## src/rtl/rf_pkg.sv

```systemverilog
// Shared constants and types for the register-file read-port block.
package rf_pkg;

    localparam int unsigned NREGS = 8;
    localparam int unsigned AW    = $clog2(NREGS);
    localparam int unsigned DW    = 32;

    typedef logic [AW-1:0] rf_addr_t;
    typedef logic [DW-1:0] rf_data_t;

    typedef struct packed {
        rf_addr_t addr;
        rf_data_t data;
    } rf_rsp_t;

    function automatic logic addr_in_range(input rf_addr_t a);
        return (32'(a) < NREGS);
    endfunction

endpackage

```

## src/rtl/rf_rsp_fifo2.sv

```systemverilog
// Two-entry response FIFO; head is a dedicated register so outputs hold after the last pop.
module rf_rsp_fifo2
    import rf_pkg::*;
(
    input  logic    clk,
    input  logic    rst,
    input  logic    in_valid,
    output logic    in_ready,
    input  rf_rsp_t in_data,
    output logic    out_valid,
    input  logic    out_ready,
    output rf_rsp_t out_data
);

    rf_rsp_t    head_q, head_d;
    rf_rsp_t    tail_q, tail_d;
    logic [1:0] count_q, count_d;
    logic       push, pop;

    assign in_ready  = (count_q != 2'd2);
    assign out_valid = (count_q != 2'd0);
    assign out_data  = head_q;

    always_comb begin
        push    = in_valid && in_ready;
        pop     = out_valid && out_ready;
        head_d  = head_q;
        tail_d  = tail_q;
        count_d = count_q;
        unique case ({push, pop})
            2'b10: begin
                if (count_q == 2'd0) head_d = in_data;
                else                 tail_d = in_data;
                count_d = count_q + 2'd1;
            end
            2'b01: begin
                // With one entry left the head keeps the popped value on the outputs.
                if (count_q == 2'd2) head_d = tail_q;
                count_d = count_q - 2'd1;
            end
            2'b11: begin
                // Only reachable with count 1: the new entry replaces the departing head.
                head_d = in_data;
            end
            default: ;
        endcase
    end

    always_ff @(posedge clk) begin
        if (rst) begin
            head_q  <= '0;
            tail_q  <= '0;
            count_q <= 2'd0;
        end else begin
            head_q  <= head_d;
            tail_q  <= tail_d;
            count_q <= count_d;
        end
    end

endmodule

```

## src/rtl/rf_read_port.sv

```systemverilog
// Register file with one write port and a handshaked, buffered read port.
// Define RF_RD_BYPASS_EN to forward same-cycle write data into a read of the same index.
module rf_read_port
    import rf_pkg::*;
(
    input  logic     clk,
    input  logic     rst,
    input  logic     wr_en,
    input  rf_addr_t wr_addr,
    input  rf_data_t wr_data,
    input  logic     rd_req_valid,
    output logic     rd_req_ready,
    input  rf_addr_t rd_req_addr,
    output logic     rd_rsp_valid,
    input  logic     rd_rsp_ready,
    output rf_data_t rd_rsp_data,
    output rf_addr_t rd_rsp_addr
);

    rf_data_t         rf_q [NREGS];
    rf_data_t         rf_d [NREGS];
    logic [NREGS-1:0] we;
    rf_data_t         rd_data;
    rf_rsp_t          req_rsp;
    rf_rsp_t          head_rsp;

    always_comb begin
        for (int i = 0; i < NREGS; i++) begin
            we[i]   = wr_en && (wr_addr == AW'(i));
            rf_d[i] = we[i] ? wr_data : rf_q[i];
        end
    end

    always_comb begin
        rd_data = '0;
        if (addr_in_range(rd_req_addr)) begin
            rd_data = rf_q[rd_req_addr];
`ifdef RF_RD_BYPASS_EN
            if (wr_en && (wr_addr == rd_req_addr)) rd_data = wr_data;
`endif
        end
        req_rsp.addr = rd_req_addr;
        req_rsp.data = rd_data;
    end

    always_ff @(posedge clk) begin
        if (rst) begin
            for (int i = 0; i < NREGS; i++) rf_q[i] <= '0;
        end else begin
            for (int i = 0; i < NREGS; i++) rf_q[i] <= rf_d[i];
        end
    end

    rf_rsp_fifo2 u_rsp_fifo (
        .clk       (clk),
        .rst       (rst),
        .in_valid  (rd_req_valid),
        .in_ready  (rd_req_ready),
        .in_data   (req_rsp),
        .out_valid (rd_rsp_valid),
        .out_ready (rd_rsp_ready),
        .out_data  (head_rsp)
    );

    assign rd_rsp_data = head_rsp.data;
    assign rd_rsp_addr = head_rsp.addr;

endmodule

```

## config.mk

```make
export PLATFORM = sky130hd
export DESIGN_NAME = rf_read_port
export DESIGN_NICKNAME = d
export VERILOG_FILES = /design/src/rtl/rf_pkg.sv /design/src/rtl/rf_rsp_fifo2.sv /design/src/rtl/rf_read_port.sv
export SDC_FILE = /design/constraint.sdc
export NUM_CORES = 1
export LEC_CHECK = 0
export ABC_AREA = 1
export BUFFER_PORTS_ARGS = -buffer_cell sky130_fd_sc_hd__buf_2
export CORE_ASPECT_RATIO = 0.8
export CORE_MARGIN = 1
export CORE_UTILIZATION = 56
export CTS_BUF_LIST = sky130_fd_sc_hd__clkbuf_8
export CTS_CLUSTER_DIAMETER = 50
export CTS_CLUSTER_SIZE = 8
export DETAILED_ROUTE_END_ITERATION = 8
export PLACE_DENSITY = 0.85
export SLEW_MARGIN = 20
export SYNTH_ARGS = -nofsm -noshare
export SYNTH_HDL_FRONTEND = slang
export SYNTH_SLANG_ARGS = --single-unit
```

## constraint.sdc

```tcl
create_clock -name clk -period 5.3 [get_ports clk]
set_input_delay 1.06 -clock clk [delete_from_list [all_inputs] [get_ports clk]]
set_output_delay 1.06 -clock clk [all_outputs]
set_load 0.02 [all_outputs]
```

---- Word-level counts from Yosys, hierarchy flattened ----
Memories as Yosys holds them, arrays and structs flattened.
Cells that the tools add are included.
word-level totals
  RAM bits ................................ 256
  memories ................................ 1
  register bits after elaboration ......... 72
memory list
  memory  depth  bits a word  rd ports  clocked after Yosys merged registers in  wr ports  RTL line            text
  rf_q    8      32           1         0                                        8         rf_read_port.sv:20  rf_data_t rf_q [NREGS];
cells by class
  reduce and logical (&&, ||, !) cells .... 25
  add/subtract/negate cells ............... 2
  bitwise gates (word level) .............. 9
  eq/ne operators ......................... 22
  multiplexer cells ....................... 23
operators by type and width
  cell                                                   count
  two-way mux 32 bit                                     16
  one-hot mux 35 bit (3 select lines)                    1
  two-way mux 35 bit                                     2
  AND reduction 2 bit                                    9
  == test 3 bit, second input constant                   4
  logical AND 1 bit                                      10
  inequality test 1 bit, second input constant           8
  bitwise OR 1 bit                                       8
  == test 2 bit, second input constant                   3
  == test 3 x 2 -> 1 bit, second input constant          2
  inequality test 2 x 1 -> 1 bit, second input constant  2
  one-hot mux 2 bit (2 select lines)                     1
  nonzero test 2 bit                                     2
  == test 3 x 1 -> 1 bit, second input constant          1
  zero test 3 bit                                        1
  two-way mux 1 bit                                      3
  AND reduction 3 bit                                    1
  nonzero test 3 bit                                     1
  adder 2 x 1 -> 2 bit, second input constant            1
  == test 2 x 1 -> 1 bit, second input constant          1
  zero test 2 bit                                        1
  inequality test 2 bit, second input constant           1
  subtractor 2 x 1 -> 2 bit, second input constant       1
  inverter 1 bit                                         1

---- Depth between registers and ports, before layout ----
Gate-level depths: netlist of the first run.
  word-level depth ........................ 5
  depth in mapped cells ................... 12
  mapped depth without buffers ............ 10

---- Modules after synthesis ----
Synthesis of the first run repeated with hierarchy kept, for this count alone.
second synthesis, totals
  cell total of the unflattened synthesis .. 1895
  area, all modules ....................... 15501.1 um^2
by module, submodules not included
  module        cells each  area an instance (um^2)  times used
  rf_read_port  1417        12283.0                  1
  rf_rsp_fifo2  478         3218.1                   1

---- Least setup slack after synthesis of the first run ----
Ideal clock, no wire load.
  path kind ............................... input to register
  from .................................... in wr_en
  to ...................................... mem rf_q[2][0] (netlist name) (enable)
  arrival time ............................ 3.585 ns
  path buffers ............................ 0
  slack ................................... 1.250 ns
  required time ........................... 4.834 ns
  stages .................................. 4
  cells stage by stage .................... inv_1 -> nor2_2 -> inv_2 -> o21ai_0
RTL lines
  what                RTL line            text
  start: declaration  rf_read_port.sv:8   input logic wr_en,
  end: declaration    rf_read_port.sv:20

==> results.cfg, run 1 <==
[global_route]
grt_first_pass_wirelength_um = 58700
overflow = 0
grt_pass1_vias = 11500
grt_max_degree = 131
grtUsageTotal = 0.278
antenna_found_initial = 0

[placement]
numPortBuffers = 79
place.gp.congestion = 0.812
dp.cells = 2087
dpl_cell_area_um2 = 15600
dpl.hpwl_um = 22000

[worst_setup_path]
cp_top_family = simple AND/OR/NAND/NOR gates
max_stage_delay_ns = 0.93
start_kind = input port
worstPathRequired_ns = 5.67
crit_chain = buf_2, buf_4, inv_2, nand2_1, nor2_1
cp_num_buf_inv = 3
path_class = in -> reg
cpMaxStageDelayCell = nand2_1
arrival_ns = 3.58
endpoint_kind = flip-flop
worstPathMaxFanout = 52

[timing]
final_max_slew_viol_count = 0
finalCriticalPeriod_ns = 3.21
clock.fmax_mhz = 312
finalClockSkew_ns = 0.0258
rsz0062_at_grt = no
tightest_slew_ns = 1.11
setup-tns-final_ns = 0
finalSetupViolCount = 0
period_share = 0.605
finalHoldViolCount = 0
slew_headroom = 0.259

[detailed_routing]
detail_route.wl_per_cell_um = 17.3
drc = 0
routed_wl_um = 37600
num_vias = 11900
vias_per_cell = 5.45
drtAntennaViolNets = 0
drtIter0Drc = 1405
firstDrtPassIters = 5

[cts]
cts_made_buffers = 47
holdBufCountCts = 0
clk_pin_slew_ns = 0.06
cts_tree = built
clkLatencyLatePin_ns = 0.57
clock_path_buffers = 3
h-tree-depth = 2
cts_resized = 0
cts-root-buf = clkbuf_8
cts_setup_buffers = 0
clkSinkCount = 328

[power]
p_per_area_nw_per_um2 = 396
p_leak_nw = 7.77
total_power_mw = 6.52
ir_drop_mv = 0.386

[floorplanning]
coreArea_um2 = 26300
ioPinCount = 80
placementRows = 53
die_h_um = 148
fp.dieArea_um2 = 27400
die_w_um = 185
start_util = 0.570

[synthesis]
synthesis.nets = 1776
yosys.area.top_type = edfxtp_1
synth_cells = 1729
syn_area_um2 = 15000
synth_area_leaders = edfxtp_1 51%, nand2_1 11%, dfxtp_1 9.6%
yosysWarnings = 0
avgSynthCellArea_um2 = 8.65
synth_cell_types = 23
synth_seq_cells = 328
yosysTopAreaCellShare = 0.514
ys_seq_area_frac = 0.610

[final_layout]
synthToLayoutAreaGrowth_pct = 10.1
insertedDiodeCount = 0
fin_nets = 1826
final_common_cell = nand2_1
fin_area_um2 = 16500
fillCellCount = 2154
drive_above_1_share = 0.0924
mostFrequentLayoutCells = 431 x nand2_1, 314 x inv_1, 256 x edfxtp_1, 226 x nor2_1, 195 x nand3_1
instances_no_fill = 2175
final_util = 0.627

[run]
drv_cap = 0

[hold_path]
min_path_type = reg -> reg

[status]
outcome = completed
-- per-layer routing --
metal  track usage  routed length [um]
met1         0.360               14300
met3        0.0402                3910
met5             0                   0
met4         0.124                1480
met2         0.468               18000
-- kinds of logic after synthesis --
family / synth area share
AOI/OAI and AO/OA: 0.0505
xor gates and xnor gates: 0.00117
adders and majority gates: 0.00334
buffers and inverters: 0.102
DFF: 0.610
and+or+nand+nor: 0.233
-- through the flow --
stage	hold WS (ns)	setup slack (ns)
final	0.444	2.09
after global routing	0.465	1.95
after CTS	0.444	2.14
after detailed placement	0.435	1.54
after global placement	0.431	1.63
after floorplan	0.459	1.25
-- worst paths after layout --
path	start	to	slack (ns)	cells after the start
setup reg to reg	u_rsp_fifo.count_q[0]	u_rsp_fifo.out_data[18]	2.74	8
hold / removal	u_rsp_fifo.out_data[32]	u_rsp_fifo.out_data[32]	0.44	2
hold reg to reg	u_rsp_fifo.out_data[32]	u_rsp_fifo.out_data[32]	0.44	2
setup / recovery	rst	rf_q[4][1]	2.09	5
-- worst min-delay path: cells and delay by family, from the launching register on --
kind	cells	cell delay, ns
flip-flops	1	0.30
buffers and inverters	1	0.05
AO/OA/AOI/OAI	1	0.05
-- registers in the layout, indices dropped and copies added, names as in the netlist --
register             cells
rf_q                   256
u_rsp_fifo.count_q       2
u_rsp_fifo.tail_q       35
u_rsp_fifo.out_data     35
-- synth_stat cells --
library cell,instances
nand2_1,431
inv_1,279
edfxtp_1,256
nor2_1,226
nand3_1,195
a21oi_1,103
dfxtp_1,72
buf_2,46
clkbuf_1,42
o21ai_0,38
o21ai_1,10
buf_1,6
buf_4,5
inv_2,5
ha_1,4
nor3_1,4
clkbuf_2,1
nand2_2,1
nand3b_2,1
nand4_1,1
nor2_2,1
xnor2_1,1
xor2_1,1
-- report_power, final --
group / switching, mW / internal (mW) / total (mW)
registers: 0.156 / 3.15 / 3.30
clock network: 0.952 / 0.829 / 1.78
logic: 1.01 / 0.432 / 1.44
-- cell type report --
cell class	count	area, um2	share of cell area
Sequential cell	328	9130	0.554
Multi-Input combinational cell	1017	4380	0.266
Clock inverter	41	170	0.0103
Inverter	284	1070	0.0649
Timing Repair Buffer	101	623	0.0378
Clock buffer	47	647	0.0393
Tap cell	357	447	0.0271
(Power assumes the default switching activity.)
==> run 2, diff against run 1 <==
Clock period 5.3 ns to 3.15 ns, I/O delays scaled along.
==> run 2 against run 1 <==
Cell count grew 0.51%. Total power grew 70%. Register-to-register slack lost 1.8 ns. First-iteration DRC count grew 1.9%. Sequential share of layout area shrank 0.32 points. Worst hold slack lost 0.00086 ns. Utilization grew 0.36 points. Die area is the same. Combinational power grew 70%.
==> results.cfg, run 2 (same netlist as run 1, synthesis figures left out) <==
[power]
ir_drop_mv = 0.804
p_leak_nw = 7.83
p_per_area_nw_per_um2 = 668
total_power_mw = 11.1

[detailed_routing]
num_vias = 11900
detail_route.wl_per_cell_um = 17.5
vias_per_cell = 5.44
firstDrtPassIters = 6
drc = 0
drtAntennaViolNets = 0
drtIter0Drc = 1431
routed_wl_um = 38300

[floorplanning]
placementRows = 53
die_w_um = 185
start_util = 0.570
fp.dieArea_um2 = 27400
coreArea_um2 = 26300
die_h_um = 148
ioPinCount = 80

[cts]
clk_pin_slew_ns = 0.07
cts_made_buffers = 47
clkSinkCount = 328
clock_path_buffers = 3
cts_resized = 0
cts-root-buf = clkbuf_8
holdBufCountCts = 0
cts_setup_buffers = 0
cts_tree = built
clkLatencyLatePin_ns = 0.57
h-tree-depth = 2

[final_layout]
fin_area_um2 = 16600
mostFrequentLayoutCells = 431 x nand2_1, 311 x inv_1, 256 x edfxtp_1, 226 x nor2_1, 195 x nand3_1
fillCellCount = 2081
largest_register_ffs = 256
multi_input_area_um2 = 4380
final_common_cell = nand2_1
seq_area_um2 = 9130
drive_above_1_share = 0.0995
insertedDiodeCount = 0
fin_nets = 1839
synthToLayoutAreaGrowth_pct = 10.7
instances_no_fill = 2186
top_register = rf_q

[run]
drv_cap = 0

[global_route]
grt_first_pass_wirelength_um = 59900
antenna_found_initial = 0
grtUsageTotal = 0.286
overflow = 0
grt_pass1_vias = 11600
grt_max_degree = 129

[timing]
finalSetupViolCount = 0
clock.fmax_mhz = 449
finalClockSkew_ns = 0.0336
slew_headroom = 0.409
finalHoldViolCount = 0
period_share = 0.706
rsz0062_at_grt = no
tightest_slew_ns = 0.885
finalCriticalPeriod_ns = 2.22
final_max_slew_viol_count = 0

[worst_setup_path]
cp_num_buf_inv = 3
endpoint_kind = flip-flop
start_kind = flip-flop
worstPathRequired_ns = 3.62
cpMostUsedCell = nand2_1
arrival_ns = 2.70
max_stage_delay_ns = 0.61
crit_chain = inv_2, nand2_1, nand2_1, ha_1, inv_1, buf_4, nand3_1, a21oi_1
worstPathMaxFanout = 16
path_class = reg -> reg
cpMaxStageDelayCell = inv_1
cp_top_family = buffers and inverters
cp.depth = 8
reg2reg_depth = 8

[placement]
dpl_cell_area_um2 = 15700
dp.cells = 2100
numPortBuffers = 79
place.gp.congestion = 0.790
dpl.hpwl_um = 21500

[hold_path]
hold_depth = 2
min_path_type = reg -> reg

[status]
outcome = completed
## run 2: final cells by class
class                   instances  share of cell area
multi-input cells            1017               0.265
repair buffers                114              0.0429
clock inverters                37             0.00914
well taps                     357              0.0270
flip-flops and latches        328               0.551
clock buffers                  49              0.0407
inverters                     284              0.0644
## run 2: power breakdown
part | switching [mW] | leakage (nW) | internal (mW)
registers | 0.277 | 3.07 | 5.29
logic | 1.70 | 4.21 | 0.745
clock network | 1.60 | 0.538 | 1.44
## run 2: path summary, 6_finish.rpt
kind | from | end | slack (ns)
hold reg to reg | u_rsp_fifo.out_data[34] | u_rsp_fifo.out_data[34] | 0.44
setup / recovery | u_rsp_fifo.count_q[0] | u_rsp_fifo.out_data[29] | 0.93
hold / removal | u_rsp_fifo.out_data[34] | u_rsp_fifo.out_data[34] | 0.44
setup reg to reg | u_rsp_fifo.count_q[0] | u_rsp_fifo.out_data[29] | 0.93
## run 2: through the flow
step	utilization	setup slack, ns	hold WS [ns]	TNS, ns
CTS	0.631	0.983	0.436	0
floorplan	-	-0.463	0.459	-44.07
global placement	0.599	0.858	0.431	0
finish	0.631	0.925	0.443	0
global route	0.631	0.766	0.452	0
detailed placement	0.599	0.799	0.438	0
## run 2: routing by layer
layer  track usage  vias up  routed length [um]
met5             0        -                   0
met4         0.111        0                1120
met3        0.0497      108                4350
met2         0.478      744               18200
met1         0.373     5457               14600
li1              -     5592                   -
## run 2: worst register-to-register path, cell delays in order, from the launching register on
cell and delay (ns):
dfxtp_1 0.40, inv_2 0.05, nand2_1 0.10, nand2_1 0.13
ha_1 0.26, inv_1 0.61, buf_4 0.35, nand3_1 0.13
a21oi_1 0.13
==> run 3, diff against run 2 <==
Settings changed: ABC_AREA 1 to 0.
Clock period 3.15 ns to 2.1 ns, I/O delays scaled along.
==> run 3 against run 2 <==
The flow now finishes with violations (setup timing). Worst hold slack got worse by 0.15 ns. Clock skew fell by 0.0024 ns. Register-to-register slack got worse by 1.0 ns. Non-clock buffer count rose by 32. Cell area fell by 4.9%. Count of clock-buffer cells in the layout did not move. Routed wire length fell by 18%. Sequential share of layout area rose by 2.9 points. Combinational power rose by 38%. Highest routed layer unchanged.
==> results.cfg, run 3 <==
[detailed_routing]
drtIter0Drc = 969
routed_wl_um = 31300
drc = 0
met1Wirelength_um = 12400
drtAntennaViolNets = 0
detail_route.wl_per_cell_um = 22.0
firstDrtPassIters = 5
vias_per_cell = 6.07
wl_met2_um = 15300
wl_met3_um = 3060
num_vias = 8620
dr.max_layer_used = met4

[synthesis]
synth_cell_types = 27
yosysTopAreaCellShare = 0.563
synth_edf_count = 256
synthArstFlopShare = 0
synth_cells = 966
yosys.area.top_type = edfxtp_1
synth_commonest_cells = 256 x edfxtp_1, 203 x nor2_1, 72 x dfxtp_1, 71 x nand2b_1, 64 x mux4_2
avgSynthCellArea_um2 = 14.1
synth.most_common_cell = edfxtp_1
synth_area_leaders = edfxtp_1 56%, dfxtp_1 11%, mux4_2 11%
yosys_most_used_dff = edfxtp_1
synth_seq_cells = 328
ys_seq_area_frac = 0.669
syn_area_um2 = 13600
synthesis.nets = 1013
yosysWarnings = 0

[floorplanning]
die_w_um = 177
fp.dieArea_um2 = 25000
die_h_um = 142
ioPinCount = 80
start_util = 0.577
placementRows = 50
coreArea_um2 = 23600

[global_route]
grt_max_degree = 45
overflow = 0
grt_pass1_vias = 8870
grt_first_pass_wirelength_um = 48000
grtUsageTotal = 0.257
antenna_found_initial = 0

[cts]
clkSinkCount = 328
cts-root-buf = clkbuf_8
holdBufCountCts = 0
cts_tree = built
clkLatencyLatePin_ns = 0.56
clk_pin_slew_ns = 0.06
clock_path_buffers = 3
cts_made_buffers = 47
h-tree-depth = 2

[worst_setup_path]
reg2reg_depth = 9
cp_top_family = compound AO/OA/AOI/OAI gates
cpMaxStageDelayCell = dfxtp_4
worstPathRequired_ns = 2.54
worstPathMaxFanout = 22
endpoint_kind = flip-flop
rrSetupSlack_ns = -0.1
start_kind = flip-flop
arrival_ns = 2.64
max_stage_delay_ns = 0.36
cp_num_buf_inv = 2
cp.depth = 9
path_class = reg -> reg
crit_chain = or2_4, nand2_4, inv_4, ha_4, mux2_4, o31ai_4, buf_6, nor2_1, a211oi_1

[power]
p_leak_nw = 5.88
ir_drop_mv = 0.545
p_per_area_nw_per_um2 = 1020

[timing]
finalHoldViolCount = 0
finalCriticalPeriod_ns = 2.20
rsz0062_at_grt = yes
finalClockSkew_ns = 0.0312
slew_headroom = 0.674
clock.fmax_mhz = 455
final_max_slew_viol_count = 0
period_share = 1.05
finalSetupViolCount = 24
tightest_slew_ns = 0.490
fin_ws_ns = -0.0990

[placement]
dpl.hpwl_um = 19200
dpl_cell_area_um2 = 14900
numPortBuffers = 79
dp.cells = 1353
place.gp.congestion = 0.819
pre_cts_ws_ns = -0.00391

[status]
failed_checks = setup timing
outcome = finished with violations

[final_layout]
synthToLayoutAreaGrowth_pct = 15.4
insertedDiodeCount = 0
top_register = rf_q
instances_no_fill = 1420
final_common_cell = edfxtp_1
largest_register_ffs = 256
fin_nets = 1139
final_util = 0.666
fin_area_um2 = 15700
drive_above_1_share = 0.253
mostFrequentLayoutCells = 256 x edfxtp_1, 203 x nor2_1, 78 x buf_2, 70 x nand2b_1, 70 x dfxtp_1

[hold_path]
hold_depth = 3
min_path_type = in -> reg

[run]
drv_cap = 0
## run 3: cell types whose count changed after synthesis, sizes merged, moves of 16 or more
cell and change:
inv -249, nor2 -24, o21ai -16, nand3 -191, mux4 +64, mux2i +38, o221ai +32, a21oi -102
nand2 -393, nand2b +71, buf -43, nand4b +32
## run 3: worst paths after layout
check                                            from                      end
worst max register to register  u_rsp_fifo.count_q[1]  u_rsp_fifo.out_data[34]
worst min-delay path                      wr_data[27]              rf_q[7][27]
worst max-delay path            u_rsp_fifo.count_q[1]  u_rsp_fifo.out_data[34]
worst min register to register  u_rsp_fifo.tail_q[18]    u_rsp_fifo.tail_q[18]
## run 3: repair_timing
item / 4_1_cts / 5_1_grt
pin swaps: 0 / 1
endpoints found under the setup margin: 7 / 35
gates resized for setup: 0 / 15
setup buffers: 0 / 2
hold endpoints to repair: 0 / 0
## run 3: stage by stage
stage	TNS [ns]	hold slack, ns	total power [mW]
4_1_cts	-0.0692	0.281	15.8
5_1_grt	-3.17	0.336	16.6
3_3_place_gp	0	0.434	11.3
2_1_floorplan	-2.01	0.425	10.2
6_report	-0.595	0.293	16.0
3_5_place_dp	-0.00391	0.443	11.5
## run 3: power breakdown
group | total (mW) | switching, mW | internal (mW)
registers | 8.15 | 0.360 | 7.79
clock network | 4.46 | 2.24 | 2.22
logic | 3.38 | 1.98 | 1.40
total | 16.0 | 4.58 | 11.4
## run 3: per-layer routing
metal	track usage	vias up
met2	0.423	491
met3	0.0461	60
met4	0.0894	0
met1	0.348	4290
li1	-	3779
met5	0	-
## run 3: area by class of cell
type,instances,area (um2)
inverter,35,134
fill,1584,7910
sequential,328,9130
clock inverter,16,86.3
multi-input combinational,534,4190
tap,312,390
timing repair buffer,146,1140
clock buffer,49,674
## run 3: tightest hold or removal path, stage by stage
cell and delay (ns):
buf_2 0.07, nand2b_1 0.14, inv_1 0.11
## run 3: cell families after synthesis
family | synth area share
DFF | 0.669
AOI/OAI and AO/OA | 0.0373
adders and majority gates | 0.00367
xor gates and xnor gates | 0.00193
buffers and inverters | 0.0304
muxes | 0.134
and+or+nand+nor | 0.123
